File: src/rtl/keypad_pkg.sv
// Shared definitions for the keypad front end: FSM encoding, key codes and
// the row/column to key-code map.
package keypad_pkg;

    typedef enum logic [1:0] {
        SCAN     = 2'd0,
        DEBOUNCE = 2'd1,
        PRESSED  = 2'd2,
        RELEASE  = 2'd3
    } state_t;

    localparam logic [3:0] KEY_A     = 4'd10;
    localparam logic [3:0] KEY_B     = 4'd11;
    localparam logic [3:0] KEY_C     = 4'd12;
    localparam logic [3:0] KEY_D     = 4'd13;
    localparam logic [3:0] KEY_STAR  = 4'd14;
    localparam logic [3:0] KEY_HASH  = 4'd15;

    localparam logic [3:0] COL_FIRST = 4'b1110;
    localparam logic [3:0] ROWS_IDLE = 4'b1111;

    function automatic logic [3:0] key_code(input logic [1:0] row, input logic [1:0] col);
        logic [3:0] code;
        case ({row, col})
            4'h0:    code = 4'd1;
            4'h1:    code = 4'd2;
            4'h2:    code = 4'd3;
            4'h3:    code = KEY_A;
            4'h4:    code = 4'd4;
            4'h5:    code = 4'd5;
            4'h6:    code = 4'd6;
            4'h7:    code = KEY_B;
            4'h8:    code = 4'd7;
            4'h9:    code = 4'd8;
            4'hA:    code = 4'd9;
            4'hB:    code = KEY_C;
            4'hC:    code = KEY_STAR;
            4'hD:    code = 4'd0;
            4'hE:    code = KEY_HASH;
            default: code = KEY_D;
        endcase
        return code;
    endfunction

    // Exactly one active-low bit set; multiple low rows are ghosting, not a key.
    function automatic logic one_low(input logic [3:0] pat);
        return (pat == 4'b1110) || (pat == 4'b1101) ||
               (pat == 4'b1011) || (pat == 4'b0111);
    endfunction

    function automatic logic [1:0] low_index(input logic [3:0] pat);
        logic [1:0] idx;
        case (pat)
            4'b1110: idx = 2'd0;
            4'b1101: idx = 2'd1;
            4'b1011: idx = 2'd2;
            default: idx = 2'd3;
        endcase
        return idx;
    endfunction

    function automatic logic [3:0] rotl(input logic [3:0] col);
        return {col[2:0], col[3]};
    endfunction

endpackage

File: src/rtl/keypad_scanner_tick.sv
// Free-running prescaler producing a one-cycle tick every CLK_DIV clocks.
module scan_tick_gen #(
    parameter int CLK_DIV = 1000
) (
    input  logic clk,
    input  logic reset,
    output logic tick
);
    localparam int CW = (CLK_DIV > 1) ? $clog2(CLK_DIV) : 1;
    localparam logic [CW-1:0] LAST = CW'(CLK_DIV - 1);

    logic [CW-1:0] count;

    always_ff @(posedge clk or posedge reset) begin
        if (reset)              count <= '0;
        else if (count == LAST) count <= '0;
        else                    count <= count + 1'b1;
    end

    assign tick = (count == LAST);

endmodule

File: src/rtl/keypad_scanner.sv
// 4x4 keypad scanner: column drive, row synchronise/debounce, key encoding.
//   state    | meaning
//   SCAN     | rotating columns, waiting for a single low row
//   DEBOUNCE | column held, counting matching samples of the captured row
//   PRESSED  | key accepted and strobed, waiting for rows to go idle
//   RELEASE  | counting idle samples; any low row falls back to PRESSED
module keypad_scanner import keypad_pkg::*; #(
    parameter int CLK_DIV        = 1000,
    parameter int DEBOUNCE_TICKS = 8
) (
    input  logic       clk,
    input  logic       reset,
    input  logic [3:0] row_in,
    output logic [3:0] col_out,
    output logic [3:0] digit_out,
    output logic       load,
    output logic       func_key,
    output logic       key_held
);
    localparam logic [7:0] DB_LAST = 8'(DEBOUNCE_TICKS);

    logic       tick;
    logic [3:0] row_meta, row_s;
    state_t     state, state_nxt;
    logic [3:0] cap_row, cap_row_nxt;
    logic [3:0] col_nxt, digit_nxt, code_now;
    logic [7:0] count, count_nxt;
    logic       load_nxt, func_nxt, held_nxt;

    scan_tick_gen #(.CLK_DIV(CLK_DIV)) u_tick (
        .clk   (clk),
        .reset (reset),
        .tick  (tick)
    );

    // The column stays parked while debouncing, so col_out is the captured column.
    assign code_now = key_code(low_index(cap_row), low_index(col_out));

    always_ff @(posedge clk or posedge reset) begin
        if (reset) begin
            row_meta  <= 4'hF;
            row_s     <= 4'hF;
            state     <= SCAN;
            cap_row   <= ROWS_IDLE;
            count     <= '0;
            col_out   <= COL_FIRST;
            digit_out <= '0;
            load      <= 1'b0;
            func_key  <= 1'b0;
            key_held  <= 1'b0;
        end else begin
            row_meta  <= row_in;
            row_s     <= row_meta;
            state     <= state_nxt;
            cap_row   <= cap_row_nxt;
            count     <= count_nxt;
            col_out   <= col_nxt;
            digit_out <= digit_nxt;
            load      <= load_nxt;
            func_key  <= func_nxt;
            key_held  <= held_nxt;
        end
    end

    always_comb begin
        state_nxt   = state;
        cap_row_nxt = cap_row;
        col_nxt     = col_out;
        count_nxt   = count;
        digit_nxt   = digit_out;
        load_nxt    = 1'b0;
        func_nxt    = 1'b0;
        held_nxt    = key_held;
        if (tick) begin
            unique case (state)
                SCAN: begin
                    if (one_low(row_s)) begin
                        cap_row_nxt = row_s;
                        count_nxt   = 8'd1;
                        state_nxt   = DEBOUNCE;
                    end else begin
                        col_nxt = rotl(col_out);
                    end
                end
                DEBOUNCE: begin
                    if (row_s == cap_row) begin
                        count_nxt = count + 8'd1;
                        if (count_nxt == DB_LAST) begin
                            state_nxt = PRESSED;
                            digit_nxt = code_now;
                            held_nxt  = 1'b1;
                            if (code_now <= 4'd9) load_nxt = 1'b1;
                            else                  func_nxt = 1'b1;
                        end
                    end else begin
                        state_nxt = SCAN;
                        col_nxt   = rotl(col_out);
                        count_nxt = '0;
                    end
                end
                PRESSED: begin
                    if (row_s == ROWS_IDLE) begin
                        count_nxt = 8'd1;
                        state_nxt = RELEASE;
                    end
                end
                RELEASE: begin
                    if (row_s == ROWS_IDLE) begin
                        count_nxt = count + 8'd1;
                        if (count_nxt == DB_LAST) begin
                            state_nxt = SCAN;
                            held_nxt  = 1'b0;
                            col_nxt   = rotl(col_out);
                            count_nxt = '0;
                        end
                    end else begin
                        state_nxt = PRESSED;
                        count_nxt = '0;
                    end
                end
                default: state_nxt = SCAN;
            endcase
        end
    end

endmodule

File: config.mk
export PLATFORM = sky130hd
export DESIGN_NAME = keypad_scanner
export DESIGN_NICKNAME = d
export VERILOG_FILES = /design/src/rtl/keypad_pkg.sv /design/src/rtl/keypad_scanner_tick.sv /design/src/rtl/keypad_scanner.sv
export SDC_FILE = /design/constraint.sdc
export NUM_CORES = 1
export LEC_CHECK = 0
export ABC_CLOCK_PERIOD_IN_PS = 2300
export BUFFER_PORTS_ARGS = -buffer_cell sky130_fd_sc_hd__buf_2
export CAP_MARGIN = 15
export CELL_PAD_IN_SITES_DETAIL_PLACEMENT = 1
export CELL_PAD_IN_SITES_GLOBAL_PLACEMENT = 1
export CORE_UTILIZATION = 40
export CTS_BUF_LIST = sky130_fd_sc_hd__clkbuf_4 sky130_fd_sc_hd__clkbuf_8 sky130_fd_sc_hd__clkbuf_16
export CTS_CLUSTER_DIAMETER = 200
export DETAILED_ROUTE_END_ITERATION = 16
export PLACE_DENSITY_LB_ADDON = 0.1
export SETUP_SLACK_MARGIN = 0.2
export SKIP_CTS_REPAIR_TIMING = 1
export SYNTH_ARGS = -nofsm -noshare
export SYNTH_HDL_FRONTEND = slang
export SYNTH_SLANG_ARGS = --single-unit
File: constraint.sdc
create_clock -name clk -period 2.3 [get_ports clk]
set_input_delay 0.115 -clock clk [delete_from_list [all_inputs] [get_ports clk]]
set_output_delay 0.115 -clock clk [all_outputs]
set_load 0.05 [all_outputs]
==> results_dict.tcl <==
set metrics [dict create \
    synth-main-ff-cell "dfrtp_1" \
    wl_per_cell_um 15.5 \
    drive_above_1_share 0.376 \
    synth_area_mm2 0.00229 \
    cts_root_buf "clkbuf_8" \
    ys_ff_latch 43 \
    critPathSlowestCell "dfrtp_2" \
    min_path_type "reg2reg" \
    routed_wl_um 5620 \
    cp.depth 7 \
    end_kind "flop" \
    p_switching_mw 0.299 \
    fin_skew_ps 5.55 \
    leakagePower_nw 1.33 \
    dieArea_mm2 0.00604 \
    slew-limit-headroom 0.642 \
    setup.worst_path.class "reg2reg" \
    area.growth.synth_to_final_pct 32.1 \
    hp-start "row_meta[3]" \
    first_iter_violations 89 \
    syn-num-nets 241 \
    synth_cell_type_count 51 \
    cp-endpoint "col_out[0]" \
    grt_setup_unrepaired "yes" \
    reg2reg_depth 7 \
    yosys.area.top_type "dfrtp_1" \
    required_ps 2490 \
    synthCells 231 \
    routabilityCongestion 0.731 \
    r2r_end "col_out[0]" \
    slew_viol_final 0 \
    async_reset_ff_frac 1.00 \
    coreArea_mm2 0.00551 \
    synth_warnings 0 \
    cp-startpoint "count[6]" \
    cts_num_sinks 43 \
    setup_tns_ps -21.1 \
    firstDrtPassIters 4 \
    final_cells 362 \
    switching_share 0.207 \
    intPower_mw 1.15 \
    post-route-period-util 1.01 \
    crit_chain "xor2_1 -> or4_4 -> a221oi_4 -> a21oi_2 -> nor4b_4 -> buf_4 -> mux2_4" \
    yosys-top-cells-area "dfrtp_1 (31%), dfstp_2 (17%), o21ai_0 (4.6%)" \
    vias_per_cell 5.30 \
    critical_path.max_stage_delay_ps 440 \
    dpl_cell_area_mm2 0.00263 \
    track_usage 0.185 \
    n_antenna_cell 0 \
    dpl.hpwl_um 3690 \
    worst_slew_pin_slew_ps 537 \
    antenna_found_initial 0 \
    stdcell_area_mm2 0.00303 \
    syn_avg_cell_area_um2 9.93 \
    rows 27 \
    crit_buf_inv 1 \
    synth-seq-area-share 0.477 \
    grt_first_pass_wirelength_um 8750 \
    via_count 1918 \
    overflow 0 \
    status "finished, violations left" \
    regToRegSetupSlack_ps -20 \
    clk_pin_slew_ps 80 \
    violations "setup timing" \
    fillers 614 \
    fp.dieH_um 77.7 \
    cap_violations 0 \
    cts_made_buffers 5 \
    drcViolationCount 0 \
    port_buffers 16 \
    fin_ws_ps -21.1 \
    clkLatencyLatePin_ps 300 \
    max-vdd-ir-drop_mv 0.398 \
    p_seq_frac 0.538 \
    comb_power_share 0.032 \
    crit_path_start_kind "flop" \
    dp_cells 335 \
    r2r_start "count[6]" \
    floorplan.initialDensity 0.416 \
    min_period_ps 2320 \
    ant_nets 0 \
    io-pin-count 17 \
    grt_pass1_vias 1865 \
    worst-path-max-fanout 4 \
    clock_power_share 0.430 \
    synth_edf_count 0 \
    cts_buffer_depth 2 \
    cp_top_family "simple AND/OR/NAND/NOR gates" \
    cellPowerDensity_mw_per_mm2 477 \
    fmaxAchievable_mhz 431 \
    finalSetupViolCount 1 \
    grt_max_degree 44 \
    synth_top_area_frac 0.306 \
    hold_viol 0 \
    cts_tree "built" \
    h-tree-depth 2 \
    arrival_ps 2510 \
    die_w_um 77.7 \
    final_net_count 299 \
]
-- final cells by class --
cell class | instances | area, um^2 | area share
Clock buffer | 8 | 126 | 0.0417
Inverter | 11 | 41.3 | 0.0136
Multi-Input combinational cell | 168 | 1240 | 0.409
Sequential cell | 43 | 1100 | 0.362
Tap cell | 72 | 90.1 | 0.0297
Timing Repair Buffer | 60 | 438 | 0.145
-- sequential cells by signal, indices dropped and copies added (netlist names) --
register      count
u_tick.count     10
count             8
cap_row           4
col_out           4
digit_out         4
row_meta          4
row_s             4
state             2
func_key          1
key_held          1
load              1
-- worst register-to-register path: cells and delay by family, from the launching register on --
kind            cells  cell delay, ps
flops               1             440
mux                 1             300
buf+inv             1             180
compound gates      2             460
xor+xnor            1             170
simple gates        2             670
-- per-layer routing --
layer  global-route usage  share of wire  wire length (um)  vias to the layer above
met5                    0              0                 0                        -
met4               0.0623          0.017                95                        0
met3               0.0388          0.021               120                       10
met2                0.309           0.49              2770                       23
met1                0.238           0.47              2630                      945
li1                     -              -                 -                      940
-- layout by cell type (no fill, tap or decap), types with 3 or more instances in the layout --
master	count
o21ai_0	15
mux2_2	4
xor2_1	10
o21ai_2	3
xnor2_1	6
nand4b_1	3
nand3_2	3
buf_6	4
buf_4	35
dfrtp_1	27
and3_1	3
inv_1	9
nand3_1	10
buf_2	16
nand3b_1	3
nor2_1	19
o21ai_1	3
nand2_1	24
a31oi_1	4
a21oi_1	6
dfstp_2	15
nor2b_1	3
dlygate4sd3_1	5
mux2_1	3
clkbuf_8	5
mux2i_1	4
-- worst min-delay path by stage --
stage	slack (ps)	cells past startpoint	endpoint
global placement	220	1	row_meta[2]
detailed placement	220	1	row_meta[2]
CTS	-100	1	row_meta[2]
global route	370	0	row_s[3]
finish	360	0	row_s[3]
floorplan	120	0	row_meta[0]
-- cell usage after synthesis, types with 2 or more instances --
| cell | n |
|---|---|
| dfrtp_1 | 28 |
| nand2_1 | 25 |
| o21ai_0 | 21 |
| nor2_1 | 20 |
| dfstp_2 | 15 |
| nand3_1 | 13 |
| inv_1 | 10 |
| xor2_1 | 10 |
| a21oi_1 | 7 |
| clkbuf_1 | 7 |
| xnor2_1 | 6 |
| a31oi_1 | 4 |
| ha_1 | 4 |
| mux2_1 | 4 |
| mux2_2 | 4 |
| mux2i_1 | 4 |
| and3_1 | 3 |
| nand3b_1 | 3 |
| nand4b_1 | 3 |
| nor2b_1 | 3 |
| a211oi_1 | 2 |
| a2bb2oi_1 | 2 |
| buf_2 | 2 |
| nand4_1 | 2 |
| o211ai_1 | 2 |
| o31ai_1 | 2 |
-- cell families after synthesis --
group,Yosys count,share of synthesized area
buffers and inverters,20,0.0338
XOR/XNOR,16,0.0611
AO/OA/AOI/OAI,53,0.157
AND/OR/NAND/NOR,83,0.192
flip-flops,43,0.477
multiplexers,12,0.0567
adder cells (fa/ha/maj),4,0.0218
-- power groups by stage --
stage               Sequential (mW)  Clock [mW]  Combinational (mW)
floorplan                     0.788           0              0.0246
global placement              0.790           0              0.0367
detailed placement            0.790           0              0.0376
CTS                           0.776       0.641              0.0375
global route                  0.779       0.676              0.0531
finish                        0.777       0.621              0.0467
-- metrics by stage --
stage | hold slack [ps] | power, mW | worst slack [ps] | utilization
after floorplan | 119 | 0.813 | -10.3 | -
after global placement | 220 | 0.826 | 43.1 | 0.477
after detailed placement | 221 | 0.828 | -35.6 | 0.477
after CTS | -104 | 1.45 | -53.0 | 0.500
after global routing | 366 | 1.51 | -107 | 0.550
final | 358 | 1.44 | -21.1 | 0.550
(Power assumes the default switching activity.)
